==> src/rtl/ramif_sram_seq64.sv <==
`default_nettype none
// +----------------------------------------------------------------------------+
// | ramif_sram_seq64 : single-beat ramif request sequencer for a sync SRAM     |
// | Rev 1.0                                                                    |
// +----------------------------------------------------------------------------+
module ramif_sram_seq64 #(
   parameter int AW    = 17,
   parameter int DEPTH = 2**AW,
   parameter int WCW   = 1
) (
   input  logic           clk,
   input  logic           resetn,
   input  logic           ramen,
   input  logic           ramcs,
   input  logic [AW-1:0]  ramaddr,
   input  logic [7:0]     ramwr,
   input  logic [63:0]    ramwdata,
   output logic [63:0]    ramrdata,
   output logic           ramready,
   input  logic [WCW-1:0] waitcyc,
   output logic           sram_ce,
   output logic           sram_we,
   output logic [63:0]    sram_bwe,
   output logic [AW-1:0]  sram_a,
   output logic [63:0]    sram_d,
   input  logic [63:0]    sram_q,
   output logic           oor_err
);

   typedef enum logic [1:0] {
      IDLE = 2'd0,
      ACC  = 2'd1,
      WAIT = 2'd2,
      DONE = 2'd3
   } state_t;

   state_t         state;
   state_t         state_nx;
   logic           accept;
   logic           in_range;
   logic [7:0]     wr_q;
   logic [WCW-1:0] wc_q;
   logic [WCW-1:0] cnt;
   logic [63:0]    bwe_exp;

   assign accept   = (state == IDLE) && ramcs && ramen;
   assign in_range = 64'(ramaddr) < 64'(DEPTH);

   for (genvar i = 0; i < 8; i++) begin : g_bwe
      assign bwe_exp[8*i +: 8] = {8{ramwr[i]}};
   end

   always_ff @(posedge clk or negedge resetn) begin
      if (!resetn) state <= IDLE;
      else         state <= state_nx;
   end

   always_comb begin
      state_nx = state;
      case (state)
         IDLE: if (accept) state_nx = in_range ? ACC : DONE;
         ACC:  state_nx = ((|wr_q) || (wc_q == '0)) ? DONE : WAIT;
         WAIT: if (cnt <= WCW'(1)) state_nx = DONE;
         DONE: state_nx = IDLE;
         default: state_nx = IDLE;
      endcase
   end

   // Registered outputs are driven from the next state so they line up with it.
   always_ff @(posedge clk or negedge resetn) begin
      if (!resetn) begin
         ramready <= 1'b0;
         oor_err  <= 1'b0;
         sram_ce  <= 1'b0;
         sram_we  <= 1'b0;
         sram_bwe <= '0;
         sram_a   <= '0;
         sram_d   <= '0;
         ramrdata <= '0;
         wr_q     <= '0;
         wc_q     <= '0;
         cnt      <= '0;
      end else begin
         ramready <= (state_nx == DONE);
         oor_err  <= accept && !in_range;
         sram_ce  <= accept && in_range;
         sram_we  <= 1'b0;
         if (accept) begin
            wr_q <= ramwr;
            wc_q <= waitcyc;
         end
         // Macro pins only move when an in-range access starts.
         if (accept && in_range) begin
            sram_a   <= ramaddr;
            sram_d   <= ramwdata;
            sram_bwe <= bwe_exp;
            sram_we  <= |ramwr;
         end
         if (state == ACC && state_nx == WAIT) cnt <= wc_q;
         else if (state == WAIT)                cnt <= cnt - WCW'(1);
         if (accept && !in_range && ramwr == 8'h00)
            ramrdata <= '0;
         else if ((state == ACC || state == WAIT) && state_nx == DONE && wr_q == 8'h00)
            ramrdata <= sram_q;
      end
   end

endmodule
`default_nettype wire

==> config.mk <==
export PLATFORM = sky130hd
export DESIGN_NAME = ramif_sram_seq64
export DESIGN_NICKNAME = d
export VERILOG_FILES = /design/src/rtl/ramif_sram_seq64.sv
export SDC_FILE = /design/constraint.sdc
export NUM_CORES = 1
export LEC_CHECK = 0
export ABC_AREA = 1
export BUFFER_PORTS_ARGS = -buffer_cell sky130_fd_sc_hd__buf_2
export CORE_AREA = 2 2 146 148
export DETAILED_ROUTE_END_ITERATION = 8
export DIE_AREA = 0 0 148 150
export HOLD_SLACK_MARGIN = 0.08
export MAX_ROUTING_LAYER = met4
export PLACE_DENSITY = 0.66
export SLEW_MARGIN = 20
export SYNTH_ARGS = -nofsm -noshare
export SYNTH_HDL_FRONTEND = slang
export SYNTH_SLANG_ARGS = --single-unit
==> constraint.sdc <==
create_clock -name clk -period 2.7 [get_ports clk]
set_input_delay 0.405 -clock clk [delete_from_list [all_inputs] [get_ports clk]]
set_output_delay 0.405 -clock clk [all_outputs]
set_load 0.03 [all_outputs]
* Word-level counts from Yosys, hierarchy flattened
Cells that the tools add are included.
** Operators by class
- Muxes and demuxes :: 7
- $add $sub $neg :: 1
- Equal/unequal tests :: 5
- Bitwise gates (word level) :: 1
- Reduce and logical (&&, ||, !) cells :: 12
- Order comparisons :: 1
** Operators with widths (count)
- OR reduction 8 bit :: 2
- == test 2 bit, second input constant :: 4
- logical NOT 8 bit :: 1
- case mux 2 bit (4 select lines) :: 1
- logical AND 1 bit :: 5
- two-way mux 1 bit :: 4
- two-way mux 2 bit :: 2
- == test 2 x 1 -> 1 bit, second input constant :: 1
- logical NOT 2 bit :: 1
- logical OR 1 bit :: 2
- nonzero test 2 bit :: 1
- less-or-equal comparator 1 bit, second input constant :: 1
- inverter 1 bit :: 1
- subtractor 1 bit, second input constant :: 1
** Word-level totals
- Output and inout port bits :: 213
- Word-level logic and storage cells :: 38
- Register bits :: 217
- Input port bits :: 158

* Longest topological paths before layout
- Depth after elaboration :: 8
- Depth in mapped cells :: 10
- Mapped depth without buffers :: 9

* Least setup slack after synthesis
OpenSTA, ideal clock, no wires.
- Kind :: reg-to-reg
- From :: register wr_q[7]
- To :: register ramrdata[0]
- Arrival :: 1.540 ns
- Required time :: 2.582 ns
- Cell stages (with the launch flop) :: 11
- Period minus slack after synthesis :: 1.657 ns
- Library setup time :: 0.118 ns
- Slack :: 1.043 ns
- Buffers on the path :: 2
- Cells stage by stage :: dfrtp_1 -> nor2_1 -> nand2_1 -> nor2_2 -> nand2_1 -> nand2_1 -> nand2_2 -> buf_6 -> buf_6 -> nand4_1 -> nand2_1
** Between the ends
- Cells in the longest elaborated chain, start to end :: 7
- Elaborated cells between the ends (all ways) :: 8
- Those cells by class :: eq/ne (1); mux (2); reduce/logical (5)
** RTL lines
- start, declared :: RTL line 41 : logic [7:0] wr_q;
- start signal, assigned :: RTL line 89 : wr_q <= ramwr;
- OR reduction 8 bit :: RTL line 62 : ACC: state_nx = ((|wr_q) || (wc_q == '0)) ? DONE : WAIT;
- logical OR 1 bit :: RTL line 62
- two-way mux 1 bit :: RTL line 62
- case mux 2 bit (4 select lines) :: RTL line 60 : case (state)
- == test 2 bit :: RTL line 103 : else if ((state == ACC || state == WAIT) && state_nx == DONE && wr_q == 8'h00)
- logical AND 1 bit :: RTL line 103
- logical AND 1 bit (*) :: RTL line 103
- end signal, assigned :: RTL line 104 : ramrdata <= sram_q;
- end, declared :: RTL line 18 : output logic [63:0] ramrdata,
Mark *: on every way between the ends. The rest lies on a longest branch, timed or not.
A chain may end at the register's enable or synchronous reset.

* Worst setup path in the final report
- From :: register state[0]
- To :: register ramrdata[33]
** Between the ends
- Cells in the longest elaborated chain, start to end :: 8
- Elaborated cells between the ends (all ways) :: 13
- Those cells by class :: eq/ne (4); mux (3); reduce/logical (6)
** RTL lines
- start, declared :: RTL line 37 : state_t state;
- start signal, assigned :: RTL line 55 : else state <= state_nx;
- logical NOT 2 bit :: RTL line 46, 60
- logical AND 1 bit (2 in series) :: RTL line 46 : assign accept = (state == IDLE) && ramcs && ramen;
- two-way mux 2 bit :: RTL line 61 : IDLE: if (accept) state_nx = in_range ? ACC : DONE;
- case mux 2 bit (4 select lines) :: RTL line 60
- == test 2 bit :: RTL line 103
- logical AND 1 bit (*) (2 in series) :: RTL line 103
Marked as above.

==> flow_summary.ini <==
[run_status]
status = completed

[global_routing]
grt_util_met2_pct = 27.73
grt_pass1_vias = 5675
grt_pass1_wl_mm = 30.17
grt_max_degree = 92
overflow = 0
grtUsageMet3_pct = 4.756
gr-usage-met1_pct = 22.56
grt_antenna_before_repair = 0
track_usage_pct = 17.73
busiest_layer = met2

[setup_path]
critical_path_class = reg -> reg
end_kind = flop
crit_path_start_kind = flop
cp.arrival_ns = 2.34
worstPathRequired_ns = 3.00
critPathMaxFanout = 64

[synth]
ys_seq_elements = 159
syn_nets = 910
synth_warnings = 0
syn_inst = 750
netlist_area_um2 = 6699
avgSynthCellArea_um2 = 8.932
ys_seq_area_share_pct = 59.39
ys_types = 21

[power]
max-vdd-ir-drop_mv = 0.6780
power.total_mw = 13.75
p_int_mw = 6.741
powerDensity_nw_per_um2 = 1538
swShare_pct = 50.99
pwr-share-comb_pct = 51.1
pwr-share-seq_pct = 30.6
power_switching_mw = 7.014
p_leak_nw = 5.199
pwr-share-clk_pct = 18.3

[die]
initial_utilization_pct = 32.38
fp.dieArea_um2 = 22200
core_area_um2 = 20690
pin_count = 371
die_h_um = 150
die_w_um = 148
rows = 53

[cells_and_area]
final_common_cell = nand2_1
areaGrowthSynthToFinish_pct = 33.47
regArea_um2 = 3979
fillers = 2112
final_util_pct = 43.21
final_cell_mix = nand2_1, buf_2, dfrtp_1, nand4_1, clkbuf_16
nets = 1206
antenna_cells = 0
multi_input_area_um2 = 2047
drive_gt1_share_pct = 39.22

[clocking]
clockBufferDepth = 2
cts_setup_buffers = 0
numClockSinks = 159
clock_latency_ns = 0.41
path_clk_slew_ns = 0.07
h-tree-depth = 4
cts_made_buffers = 17
cts_tree = built
cts_root_buffer = clkbuf_16

[worst_hold_path]
hold_path_class = in -> reg

[routing]
drcViolationCount = 0
routed_via_density = 4.505
wl_mm = 19.64
drt_iter0_drc = 308
ant_nets = 0
post_drt_wl_per_cell_um = 14.74
dr_total_vias = 6005
firstDrtPassIters = 4

[timing]
finalCriticalPeriod_ns = 2.039
slew_violations = 0
finalSetupViolations = 0
fin_setup_tns_ns = 0
period_share_pct = 75.50
hold_violations = 0
rsz0062_at_grt = no
whs_ns = 0.1783
skew_ns = 0.01186
tightest_slew_ns = 0.9743
max_slew_margin_pct = 35.05
fmax_ghz = 0.4906

[place]
hpwl_mm = 13.51
port_buffers = 369
gp_congestion = 0.7874

[run]
maxCapViolations = 0
==> cells by family after synthesis <==
family | count (synthesis) | synth area share (%)
AND/OR/NAND/NOR | 477 | 29.49
buffers and inverters | 107 | 10.35
flip-flops | 159 | 59.39
other | 1 | 0.05598
adder cells (fa/ha/maj) | 2 | 0.3735
AO/OA/AOI/OAI | 4 | 0.3362
==> registers in the layout, summed over array words and instances, names as in the netlist <==
signal    cells
ramrdata     64
state         2
wc_q          1
sram_we       1
sram_ce       1
sram_a       17
ramready      1
sram_d       64
wr_q          8
==> cell usage after synthesis <==
library cell | number | area [µm²]
a21boi_0 | 1 | 7.510
a21oi_1 | 2 | 10.01
buf_1 | 3 | 11.26
buf_2 | 8 | 40.04
buf_4 | 63 | 473.0
buf_6 | 6 | 67.56
clkbuf_1 | 23 | 86.33
conb_1 | 1 | 3.750
dfrtp_1 | 159 | 3979
ha_1 | 2 | 25.02
inv_1 | 3 | 11.26
inv_2 | 1 | 3.750
nand2_1 | 403 | 1513
nand2_2 | 1 | 6.260
nand3_1 | 1 | 5.000
nand3_4 | 1 | 17.52
nand4_1 | 64 | 400.4
nor2_1 | 4 | 15.01
nor2_2 | 1 | 6.260
nor4_1 | 2 | 12.51
o21ai_0 | 1 | 5.000
==> metal layers <==
| layer | up-vias | part of all wire, % |
|---|---|---|
| met3 | 29 | 7.0 |
| met5 | - | 0 |
| met1 | 2808 | 42 |
| met4 | 0 | 2.2 |
| li1 | 2902 | - |
| met2 | 266 | 49 |
==> critical path, stage by stage, from the launching register on <==
cell,delay [ns]
dfrtp_1,0.42
inv_1,0.08
ha_2,0.20
nand3_4,0.07
o21ai_0,0.08
a21oi_1,0.08
nand2_2,0.11
nand3_4,0.53
nand2_1,0.25
nand2_1,0.07
==> cell type report <==
cell class                      count  share of cell area, %
Sequential cell                   159                  44.50
Multi-Input combinational cell    484                  22.89
Timing Repair Buffer              380                  21.82
Clock buffer                       18                  4.800
Tap cell                          275                  3.848
Clock inverter                     13                  1.973
Inverter                            4                 0.1679
==> power by group through the flow <==
stage,sequential (mW),combinational [mW],clock (mW)
final,4.21,7.02,2.52
after CTS,4.22,7.07,2.58
after global placement,4.22,7.00,0
after detailed placement,4.22,7.09,0
after global routing,4.37,7.54,2.69
after floorplan,6.46,3.24,0
==> worst paths after layout <==
| path | start | end | slack (ns) | cells after the start |
|---|---|---|---|---|
| setup / recovery | state[0] | ramrdata[33] | 0.66 | 9 |
| hold / removal | ramaddr[10] | sram_a[10] | 0.18 | 3 |
| setup reg to reg | state[0] | ramrdata[33] | 0.66 | 9 |
| hold reg to reg | ramrdata[38] | ramrdata[38] | 0.47 | 2 |
| max in group asynchronous | resetn | sram_d[58] | 1.49 | 3 |
| min in group asynchronous | resetn | ramrdata[8] | 0.46 | 2 |
==> per-stage QoR <==
step	setup slack (ns)	area, µm²	instances
final	0.6615	8941	1333
after global routing	0.4217	8941	1333
after CTS	0.6365	8941	1333
after detailed placement	0.6561	8325	1301
after global placement	0.6834	8325	1301
after floorplan	1.043	6699	750
==> what timing repair did <==
item,4_1_cts,5_1_grt
endpoints found under the hold margin,38,0
hold buffers,1,0
resized for setup,0,0
Power figures use the tool's default switching activity.
